**config.mk**
```make
export PLATFORM = sky130hd
export DESIGN_NAME = ej3_sweep_ctrl
export DESIGN_NICKNAME = d
export VERILOG_FILES = /design/src/rtl/ej3_sweep_ctrl_pkg.sv /design/src/rtl/ej3_settle_cnt.sv /design/src/rtl/ej3_sweep_ctrl.sv
export SDC_FILE = /design/constraint.sdc
export NUM_CORES = 1
export LEC_CHECK = 0
export CORE_UTILIZATION = 50
export DETAILED_ROUTE_END_ITERATION = 8
export GPL_TIMING_DRIVEN = 0
export PLACE_DENSITY_LB_ADDON = 0.05
export SLEW_MARGIN = 5
export SYNTH_ARGS = -nofsm -noshare
export SYNTH_HDL_FRONTEND = slang
export SYNTH_SLANG_ARGS = --single-unit
```
**constraint.sdc**
```tcl
create_clock -name clk -period 4.85 [get_ports clk]
set_input_delay 1.455 -clock clk [delete_from_list [all_inputs] [get_ports clk]]
set_output_delay 1.455 -clock clk [all_outputs]
set_load 0.1 [all_outputs]
```
**src/rtl/ej3_sweep_ctrl_pkg.sv**
```systemverilog
// Shared definitions for the not-exactly-two-high sweep sequencer.
//   Provides vector/table/count widths, the FSM state encoding, the default
//   expected truth table and a state decode helper.
package ej3_sweep_ctrl_pkg;

  localparam int unsigned VEC_W = 4;
  localparam int unsigned TT_W  = 16;
  localparam int unsigned ZC_W  = 5;
  localparam int unsigned CNT_W = 4;

  // R = 0 exactly at vectors 3,5,6,9,10,12
  localparam logic [TT_W-1:0] EXPECT_TT_DEF = 16'hE997;

  typedef enum logic [2:0] {
    ST_IDLE   = 3'd0,
    ST_APPLY  = 3'd1,
    ST_SETTLE = 3'd2,
    ST_SAMPLE = 3'd3,
    ST_DONE   = 3'd4
  } state_t;

  // States during which a run is in progress
  function automatic logic is_busy(input state_t s);
    return (s == ST_APPLY) || (s == ST_SETTLE) || (s == ST_SAMPLE);
  endfunction

endpackage

```
**src/rtl/ej3_settle_cnt.sv**
```systemverilog
// Settle-time counter: loadable 4-bit down-counter with a zero flag.
//   clk, reset : clock, synchronous active-high reset
//   load       : load load_val (has priority over dec)
//   dec        : decrement while non-zero
//   load_val   : reload value
//   zero_c     : combinational flag, count == 0
module ej3_settle_cnt
  import ej3_sweep_ctrl_pkg::*;
(
  input  logic             clk,
  input  logic             reset,
  input  logic             load,
  input  logic             dec,
  input  logic [CNT_W-1:0] load_val,
  output logic             zero_c
);

  logic [CNT_W-1:0] cnt;

  // Count register
  always_ff @(posedge clk) begin
    if (reset) begin
      cnt <= '0;
    end else if (load) begin
      cnt <= load_val;
    end else if (dec && (cnt != '0)) begin
      cnt <= cnt - CNT_W'(1);
    end
  end

  assign zero_c = (cnt == '0);

endmodule

```
**src/rtl/ej3_sweep_ctrl.sv**
```systemverilog
// Sweep sequencer for the 4-input not-exactly-two-high evaluator.
// Drives vectors 0..15 (or one selected vector) to the evaluator, waits
// SETTLE_CYC cycles, samples R into a truth table, counts zeros and flags
// pass against EXPECT_TT.
//   clk, reset : clock, synchronous active-high reset
//   start      : request a run (honoured in IDLE/DONE)
//   abort      : cancel a run in progress; wins over start
//   single     : with start, evaluate only vec_sel
//   vec_sel    : single-mode vector {a,b,c,d}
//   r_in       : evaluator output R
//   vec_out    : vector driven to the evaluator
//   busy       : run in progress
//   done       : run completed (level)
//   tt         : captured truth table, bit i = R for vector i
//   zero_cnt   : number of sampled vectors with R = 0
//   pass       : done, full sweep and tt == EXPECT_TT
module ej3_sweep_ctrl
  import ej3_sweep_ctrl_pkg::*;
#(
  parameter int unsigned      SETTLE_CYC = 1,
  parameter logic [TT_W-1:0]  EXPECT_TT  = EXPECT_TT_DEF
) (
  input  logic             clk,
  input  logic             reset,
  input  logic             start,
  input  logic             abort,
  input  logic             single,
  input  logic [VEC_W-1:0] vec_sel,
  input  logic             r_in,
  output logic [VEC_W-1:0] vec_out,
  output logic             busy,
  output logic             done,
  output logic [TT_W-1:0]  tt,
  output logic [ZC_W-1:0]  zero_cnt,
  output logic             pass
);

  // Loading SETTLE_CYC-1 and leaving on zero gives exactly SETTLE_CYC cycles
  localparam logic [CNT_W-1:0] SETTLE_LOAD =
    (SETTLE_CYC == 0) ? '0 : CNT_W'(SETTLE_CYC - 1);
  localparam logic             HAS_SETTLE  = (SETTLE_CYC != 0);

  state_t           state, state_n;
  logic [VEC_W-1:0] idx, idx_n;
  logic             single_q, single_n;
  logic [VEC_W-1:0] vec_n;
  logic [TT_W-1:0]  tt_n;
  logic [ZC_W-1:0]  zc_n;
  logic             busy_n, done_n, pass_n;
  logic             cnt_load, cnt_dec, cnt_zero;

  ej3_settle_cnt u_settle (
    .clk      (clk),
    .reset    (reset),
    .load     (cnt_load),
    .dec      (cnt_dec),
    .load_val (SETTLE_LOAD),
    .zero_c   (cnt_zero)
  );

  // State and datapath registers
  always_ff @(posedge clk) begin
    if (reset) begin
      state    <= ST_IDLE;
      idx      <= '0;
      single_q <= 1'b0;
      vec_out  <= '0;
      tt       <= '0;
      zero_cnt <= '0;
      busy     <= 1'b0;
      done     <= 1'b0;
      pass     <= 1'b0;
    end else begin
      state    <= state_n;
      idx      <= idx_n;
      single_q <= single_n;
      vec_out  <= vec_n;
      tt       <= tt_n;
      zero_cnt <= zc_n;
      busy     <= busy_n;
      done     <= done_n;
      pass     <= pass_n;
    end
  end

  // Next-state and next-output logic
  always_comb begin
    state_n  = state;
    idx_n    = idx;
    single_n = single_q;
    vec_n    = vec_out;
    tt_n     = tt;
    zc_n     = zero_cnt;
    cnt_load = 1'b0;
    cnt_dec  = 1'b0;

    unique case (state)
      ST_IDLE, ST_DONE: begin
        if (start && !abort) begin
          single_n = single;
          idx_n    = single ? vec_sel : '0;
          zc_n     = '0;
          if (single) begin
            tt_n[vec_sel] = 1'b0;
          end else begin
            tt_n = '0;
          end
          state_n = ST_APPLY;
        end else if (start && abort) begin
          state_n = ST_IDLE;
        end
      end

      ST_APPLY: begin
        if (abort) begin
          state_n = ST_IDLE;
        end else begin
          vec_n    = idx;
          cnt_load = 1'b1;
          state_n  = HAS_SETTLE ? ST_SETTLE : ST_SAMPLE;
        end
      end

      ST_SETTLE: begin
        if (abort) begin
          state_n = ST_IDLE;
        end else begin
          cnt_dec = 1'b1;
          if (cnt_zero) begin
            state_n = ST_SAMPLE;
          end
        end
      end

      ST_SAMPLE: begin
        // An aborted sample leaves the table untouched
        if (abort) begin
          state_n = ST_IDLE;
        end else begin
          tt_n[idx] = r_in;
          zc_n      = zero_cnt + ZC_W'(!r_in);
          // Stop at 15 before the increment so the wrap never drives a 17th vector
          if (single_q || (idx == VEC_W'(15))) begin
            state_n = ST_DONE;
          end else begin
            idx_n   = idx + VEC_W'(1);
            state_n = ST_APPLY;
          end
        end
      end

      default: state_n = ST_IDLE;
    endcase

    busy_n = is_busy(state_n);
    done_n = (state_n == ST_DONE);
    pass_n = done_n && !single_n && (tt_n == EXPECT_TT);
  end

endmodule

```
==> results of run 1 <==
-- cell usage after synthesis, types with 2 or more instances --
| cell type | n | area share (%) |
|---|---|---|
| nand4_1 | 7 | 1.9 |
| or4bb_1 | 5 | 2.5 |
| nand2b_1 | 7 | 1.9 |
| or4b_1 | 3 | 1.3 |
| a31oi_1 | 9 | 2.5 |
| o32ai_1 | 3 | 1.2 |
| xor2_1 | 5 | 1.9 |
| dfxtp_1 | 40 | 35 |
| nor2b_1 | 9 | 2.5 |
| nand4bb_1 | 3 | 1.5 |
| nor4b_1 | 2 | 0.78 |
| mux2i_1 | 9 | 4.0 |
| o21ai_0 | 15 | 3.3 |
| a21boi_1 | 2 | 0.66 |
| ha_1 | 8 | 4.4 |
| a21boi_0 | 3 | 1.0 |
| inv_1 | 14 | 2.3 |
| a221oi_1 | 5 | 1.9 |
| a211oi_1 | 2 | 0.66 |
| nor3b_1 | 2 | 0.66 |
| nor2_1 | 27 | 4.5 |
| or3_1 | 3 | 0.83 |
| nand4b_1 | 2 | 0.78 |
| clkbuf_1 | 16 | 2.7 |
| nor3_1 | 6 | 1.3 |
| a21oi_1 | 13 | 2.9 |
| o31ai_1 | 2 | 0.66 |
| buf_2 | 3 | 0.66 |
| nand3b_1 | 2 | 0.66 |
| and2b_1 | 2 | 0.66 |
| buf_6 | 2 | 1.0 |
| a31o_2 | 2 | 0.78 |
| nand3_1 | 5 | 1.1 |
| nand2_1 | 8 | 1.3 |
-- area by class of cell --
class | count | area, um2 | area share (%)
timing repair buffer | 36 | 360 | 12.9
sequential | 40 | 801 | 28.6
inverter | 14 | 52.6 | 1.87
buffer | 21 | 97.6 | 3.48
clock inverter | 2 | 38.8 | 1.38
clock buffer | 6 | 82.6 | 2.95
tap | 52 | 65.1 | 2.32
multi-input combinational | 189 | 1310 | 46.6
-- worst register-to-register path, cell delays in order (launching register included) --
cell and delay, ps:
dfxtp_1 420, inv_1 130, ha_1 160, or4bb_1 490
o32ai_1 290, nor4b_1 350, nand4_1 220, nor4_2 320
-- layout by cell type (no fill, tap or decap), drive strengths merged, types with 5 or more instances in the layout --
master,synthesis,layout
dfxtp,40,40
clkdlybuf4s50,0,36
nor2,27,27
clkbuf,16,22
o21ai,16,16
inv,14,14
a21oi,13,13
a31oi,9,9
mux2i,9,9
nor2b,9,9
nand2,8,8
ha,8,8
nand4,7,7
nand2b,7,7
nor3,6,6
a221oi,6,6
nand3,5,5
or4bb,5,5
xor2,5,5
buf,5,5
a21boi,5,5
-- routing by layer --
layer / part of all wire [%] / wire, um
met5: 0 / 0
met2: 44 / 2530
met3: 6.4 / 369
met4: 1.9 / 112
met1: 48 / 2740
-- metrics by stage --
stage / util, % / total power [W] / cells / cell area (um2)
after floorplan: - / 0.000392 / 264 / 2260
after global placement: 61.6 / 0.000417 / 352 / 2680
after detailed placement: 61.6 / 0.000417 / 352 / 2680
after CTS: 64.4 / 0.000709 / 360 / 2800
after global routing: 64.4 / 0.000732 / 360 / 2800
final: 64.4 / 0.000706 / 360 / 2800
-- how the worst max path moves through the flow --
| stage | from | end | slack [ps] | cells past startpoint |
|---|---|---|---|---|
| floorplan | vec_sel[0] | pass$_SDFF_PP0_ | 1770 | 7 |
| global placement | vec_sel[0] | pass$_SDFF_PP0_ | 840 | 8 |
| detailed placement | vec_sel[0] | pass$_SDFF_PP0_ | 850 | 8 |
| CTS | vec_sel[0] | pass$_SDFF_PP0_ | 1130 | 8 |
| global route | vec_sel[0] | pass$_SDFF_PP0_ | 930 | 8 |
| finish | vec_sel[0] | pass$_SDFF_PP0_ | 1090 | 8 |
-- sequential cells by signal, summed over array words and instances (netlist names) --
register,flops
idx,4
state,3
zero_cnt,5
tt,16
single_q,1
vec_out,4
u_settle.cnt,4
pass,1
done,1
busy,1
-- power breakdown --
group          total (W)  internal (W)  switching [W]
Combinational  0.0000758     0.0000259      0.0000499
Clock           0.000294      0.000168       0.000126
Sequential      0.000336      0.000332     0.00000422
-- logic make-up after synthesis --
logic type / after synthesis
AO/OA/AOI/OAI: 66
XOR/XNOR: 6
adder cells (fa/ha/maj): 8
buffers and inverters: 35
flip-flops: 40
multiplexers: 10
AND/OR/NAND/NOR: 99
==> run_results.csv, run 1 <==
group,metric,value,unit
outcome,status,"finished clean",
sta,rsz0062_at_grt,"no",
global_route,grt-ovfl-total,0,
clocking,cts_buffer_depth,2,
placement,place_ws,850,ps
critical_path,r2r-start,"idx[0]$_SDFFE_PP0P_",
yosys,ys_warn_count,0,
pwr,p_per_area,252,nW/um2
critical_path,worstRegToRegCells,7,
die,row_count,24,
global_route,grt_util_all_layers,25.2,%
route,ant_nets,0,
cells_and_area,area_growth,24.2,%
worst_hold_path,holdPathStages,2,
cells_and_area,n_antenna_cell,0,
sta,report.final.setup_viol,0,
sta,hold_viol_final,0,
clocking,cts_tree,"yes",
cells_and_area,nNetsFinal,325,
placement,dpl.hpwl,4060,um
clocking,postCtsHoldBufs,0,
global_route,met1_usage,34.7,%
clocking,clk_pin_slew,80,ps
die,fp.dieH,69.2,um
die,coreArea,4350,um2
clocking,post_cts_resized,0,
critical_path,crit_slowest_cell,"clkdlybuf4s50_1",
yosys,synth-simple-area-share,27.0,%
route,drt_wl_total,5760,um
sta,layout_worst_path_cycle_share,77.5,%
critical_path,reg2reg_setup_slack,2370,ps
worst_hold_path,hp-class,"flop to flop",
pwr,leakagePower,1.01,nW
critical_path,crit_type,"input port to flop",
global_route,grtUsageMet3,5.52,%
pwr,ir_worst_vdd,0.144,mV
route,via_per_inst,5.96,
clocking,ctsRootBufferMaster,"clkbuf_8",
placement,gp_congestion,0.941,
global_route,antenna_found_initial,0,
critical_path,max_stage_delay,510,ps
worst_hold_path,hold_end,"vec_out[3]$_SDFFE_PP0P_",
yosys,syn_area,2260,um2
sta,fin_skew,6.16,ps
clocking,cts_buffers,5,
critical_path,end_kind,"flop",
critical_path,r2r-end,"pass$_SDFF_PP0_",
die,initial_core_util,51.8,%
global_route,grt_max_degree,14,
yosys,synthFlopType,"dfxtp_1",
sta,slew_violations,0,
sta,worst_slack,1090,ps
cells_and_area,drive_gt1_share,6.17,%
yosys,ys_ff_latch,40,
yosys,synth_edf_count,0,
yosys,synth_fa_ha_area_share,4.43,%
critical_path,crit_chain,"clkdlybuf4s50_1, clkbuf_1, or4bb_1, a21oi_1, o32ai_1, nor4b_1, nand4_1, nor4_2",
route,drcViolationCount,0,
yosys,synthCells,264,
yosys,synthMuxAreaShare,4.49,%
critical_path,crit_family,"simple AND/OR/NAND/NOR gates",
critical_path,cp.arrival,3970,ps
die,die_area,4790,um2
die,die_w,69.2,um
yosys,synth-async-reset-ratio,0,%
route,wl_per_cell,16.0,um
die,ios,38,
worst_hold_path,timing.hold.worst.start,"vec_out[3]$_SDFFE_PP0P_",
global_route,grtUsageMet2,37.3,%
global_route,grt_pass1_wl,9660,um
placement,portBuffers,36,
yosys,postSynthAreaPerCell,8.55,um2
yosys,synth_top_family_by_area,"simple AND/OR/NAND/NOR gates",
sta,timing.fmax,0.266,GHz
route,num_vias,2147,
yosys,ys_seq_area_share,35.5,%
clocking,h-tree-depth,2,
yosys,synth_compound_area_share,19.6,%
sta,fin_crit,3760,ps
clocking,post-cts-setup-buffer-count,0,
critical_path,crit_buf_inv,2,
clocking,clock_latency,300,ps
sta,tns,0,ps
clocking,cts_sinks,40,
flow_run,maxCapViolCount,0,
critical_path,worstPathRequired,5060,ps
route,dr.pass1.iters,5,
sta,tightest_slew,978,ps
yosys,synth_fp_nets,282,
sta,hold_ws,506,ps
global_route,grt_pass1_vias,2034,
sta,maxSlewHeadroom,34.6,%
critical_path,cp-start-kind,"input port",
critical_path,cp_max_fo,10,
yosys,synth_xor_area_share,2.33,%
global_route,busiest_layer,"met2",
route,drt_iter0_drc,136,
yosys,ys_types,52,
cells_and_area,fillers,386,
No activity file was read; power rests on OpenSTA's default activity.
==> inputs of run 2 (changes only) <==
--- a/config.mk
+++ b/config.mk
@@ -5,7 +5,7 @@
 export SDC_FILE = /design/constraint.sdc
 export NUM_CORES = 1
 export LEC_CHECK = 0
-export CORE_UTILIZATION = 50
+export CORE_UTILIZATION = 48
 export DETAILED_ROUTE_END_ITERATION = 8
 export GPL_TIMING_DRIVEN = 0
 export PLACE_DENSITY_LB_ADDON = 0.05
==> constraint.sdc (replaced) <==
create_clock -name clk -period 3 [get_ports clk]
set_input_delay 0.9 -clock clk [delete_from_list [all_inputs] [get_ports clk]]
set_output_delay 0.9 -clock clk [all_outputs]
set_load 0.1 [all_outputs]
==> run 2 against run 1 <==
Compared with the run above: clock skew fell by 1.7 ps; count of clock-buffer cells in the layout fell by 1; via count fell by 1.4%; flip-flop and latch count is the same; critical path depth unchanged; critical path type unchanged; total power up 60%; die area rose by 4.0%; sequential share of layout area fell by 0.48 points; largest power group unchanged; wire length grew 1.7%.
==> run_results.csv, run 2 (synthesis gave the netlist of run 1 again) <==
group,metric,value,unit
sta,fin_crit,2890,ps
clocking,cts_buffers,5,
pwr,p_per_area,397,nW/um2
sta,layout_worst_path_cycle_share,96.2,%
die,die_area,4980,um2
global_route,antenna_found_initial,0,
clocking,h-tree-depth,2,
cells_and_area,area_growth,26.3,%
global_route,grt_max_degree,15,
placement,portBuffers,36,
critical_path,worstPathRequired,3210,ps
critical_path,cp_max_fo,10,
route,drcViolationCount,0,
die,initial_core_util,50.8,%
sta,timing.fmax,0.346,GHz
flow_run,maxCapViolCount,0,
outcome,status,"finished clean",
cells_and_area,drive_gt1_share,10.7,%
sta,hold_viol_final,0,
placement,placed_cell_area,2680,um2
pwr,leakagePower,1.04,nW
clocking,clk_pin_slew,80,ps
route,drt_iter0_drc,149,
sta,fin_skew,4.50,ps
die,coreArea,4440,um2
die,row_count,24,
sta,tightest_slew,969,ps
cells_and_area,final_cell_mix,"dfxtp_1, clkdlybuf4s50_1, nor2_1, o21ai_0, inv_1",
global_route,grt_util_all_layers,25.4,%
route,wl_per_cell,16.3,um
route,num_vias,2118,
cells_and_area,multi_input_area,1340,um2
cells_and_area,fin_util,64.2,%
cells_and_area,nNetsFinal,325,
cells_and_area,design_area,2850,um2
cells_and_area,final_common_cell,"dfxtp_1",
critical_path,end_kind,"flop",
cells_and_area,n_antenna_cell,0,
route,drt_wl_total,5860,um
critical_path,crit_type,"input port to flop",
placement,place_ws,-503,ps
sta,slew_violations,0,
sta,rsz0062_at_grt,"yes",
die,ios,38,
critical_path,r2r-start,"idx[0]$_SDFFE_PP0P_",
cells_and_area,top_regs,"tt: 16 flops, zero_cnt: 5 flops",
clocking,cts_tree,"yes",
cells_and_area,seqCellArea,801,um2
sta,report.final.setup_viol,0,
worst_hold_path,hp-class,"flop to flop",
critical_path,cp-start-kind,"input port",
global_route,grt_pass1_wl,9850,um
clocking,ctsRootBufferMaster,"clkbuf_8",
placement,gp_congestion,0.953,
placement,place_inst,352,
critical_path,cp.arrival,3090,ps
global_route,grt-ovfl-total,0,
pwr,total_power,0.00113,W
critical_path,crit_start,"vec_sel[0]",
clocking,postCtsHoldBufs,0,
die,fp.dieH,70.6,um
route,via_per_inst,5.88,
route,dr.pass1.iters,4,
pwr,ir_worst_vdd,0.328,mV
cells_and_area,largest_reg_flops,16,
cells_and_area,regMostFlops,"tt",
global_route,grt_pass1_vias,2035,
sta,worst_slack,113,ps
sta,maxSlewHeadroom,35.2,%
worst_hold_path,timing.hold.worst.start,"vec_out[0]$_SDFFE_PP0P_",
cells_and_area,fillers,397,
clocking,clock_latency,300,ps
placement,dpl.hpwl,4210,um
route,ant_nets,0,
clocking,cts_buffer_depth,2,
clocking,post-cts-setup-buffer-count,0,
cells_and_area,fin_cells,360,
die,die_w,70.6,um
clocking,cts_sinks,40,
## run 2: worst paths after layout
path | slack, ps | endpoint | depth (start not counted)
setup / recovery | 110 | pass$_SDFF_PP0_ | 8
hold / removal | 510 | vec_out[0]$_SDFFE_PP0P_ | 2
setup reg to reg | 540 | pass$_SDFF_PP0_ | 7
hold reg to reg | 510 | vec_out[0]$_SDFFE_PP0P_ | 2
## run 2: final cells by class
type                    count  area share, %
clock inverters             3           1.62
clock buffers               5           2.41
inverters                  14           1.84
well taps                  52           2.28
flip-flops and latches     40           28.1
plain buffers              21           4.26
multi-input cells         189           46.9
repair buffers             36           12.6
## run 2: per-stage QoR
stage,setup TNS [ps],hold slack (ps)
floorplan,0,480
global placement,-1690,480
detailed placement,-2150,483
CTS,0,515
global route,-43.4,538
finish,0,509
## run 2: worst max-delay path: stages
cell and delay, ps:
clkdlybuf4s50_1 460, buf_2 210, or4bb_1 500, a21oi_1 180, o32ai_1 120, nor4b_2 320
nand4_1 200, nor4_2 210
## run 2: per-layer routing
| metal | track usage [%] | wire (um) | vias up |
|---|---|---|---|
| li1 | - | - | 1050 |
| met1 | 34.0 | 2730 | 1000 |
| met2 | 40.5 | 2680 | 56 |
| met3 | 5.41 | 336 | 12 |
| met4 | 9.78 | 105 | 0 |
| met5 | 0 | 0 | - |
## run 2: repair_timing
item / 4_1_cts / 5_1_grt
setup endpoints to repair: 1 / 2
pin swaps: 1 / 3
resized for setup: 12 / 13
gates cloned: 0 / 0
## run 2: where the power goes
| group | internal, W | switching, W |
|---|---|---|
| clock | 0.000251 | 0.000208 |
| combinational | 0.0000464 | 0.0000835 |
| sequential | 0.000536 | 0.00000719 |
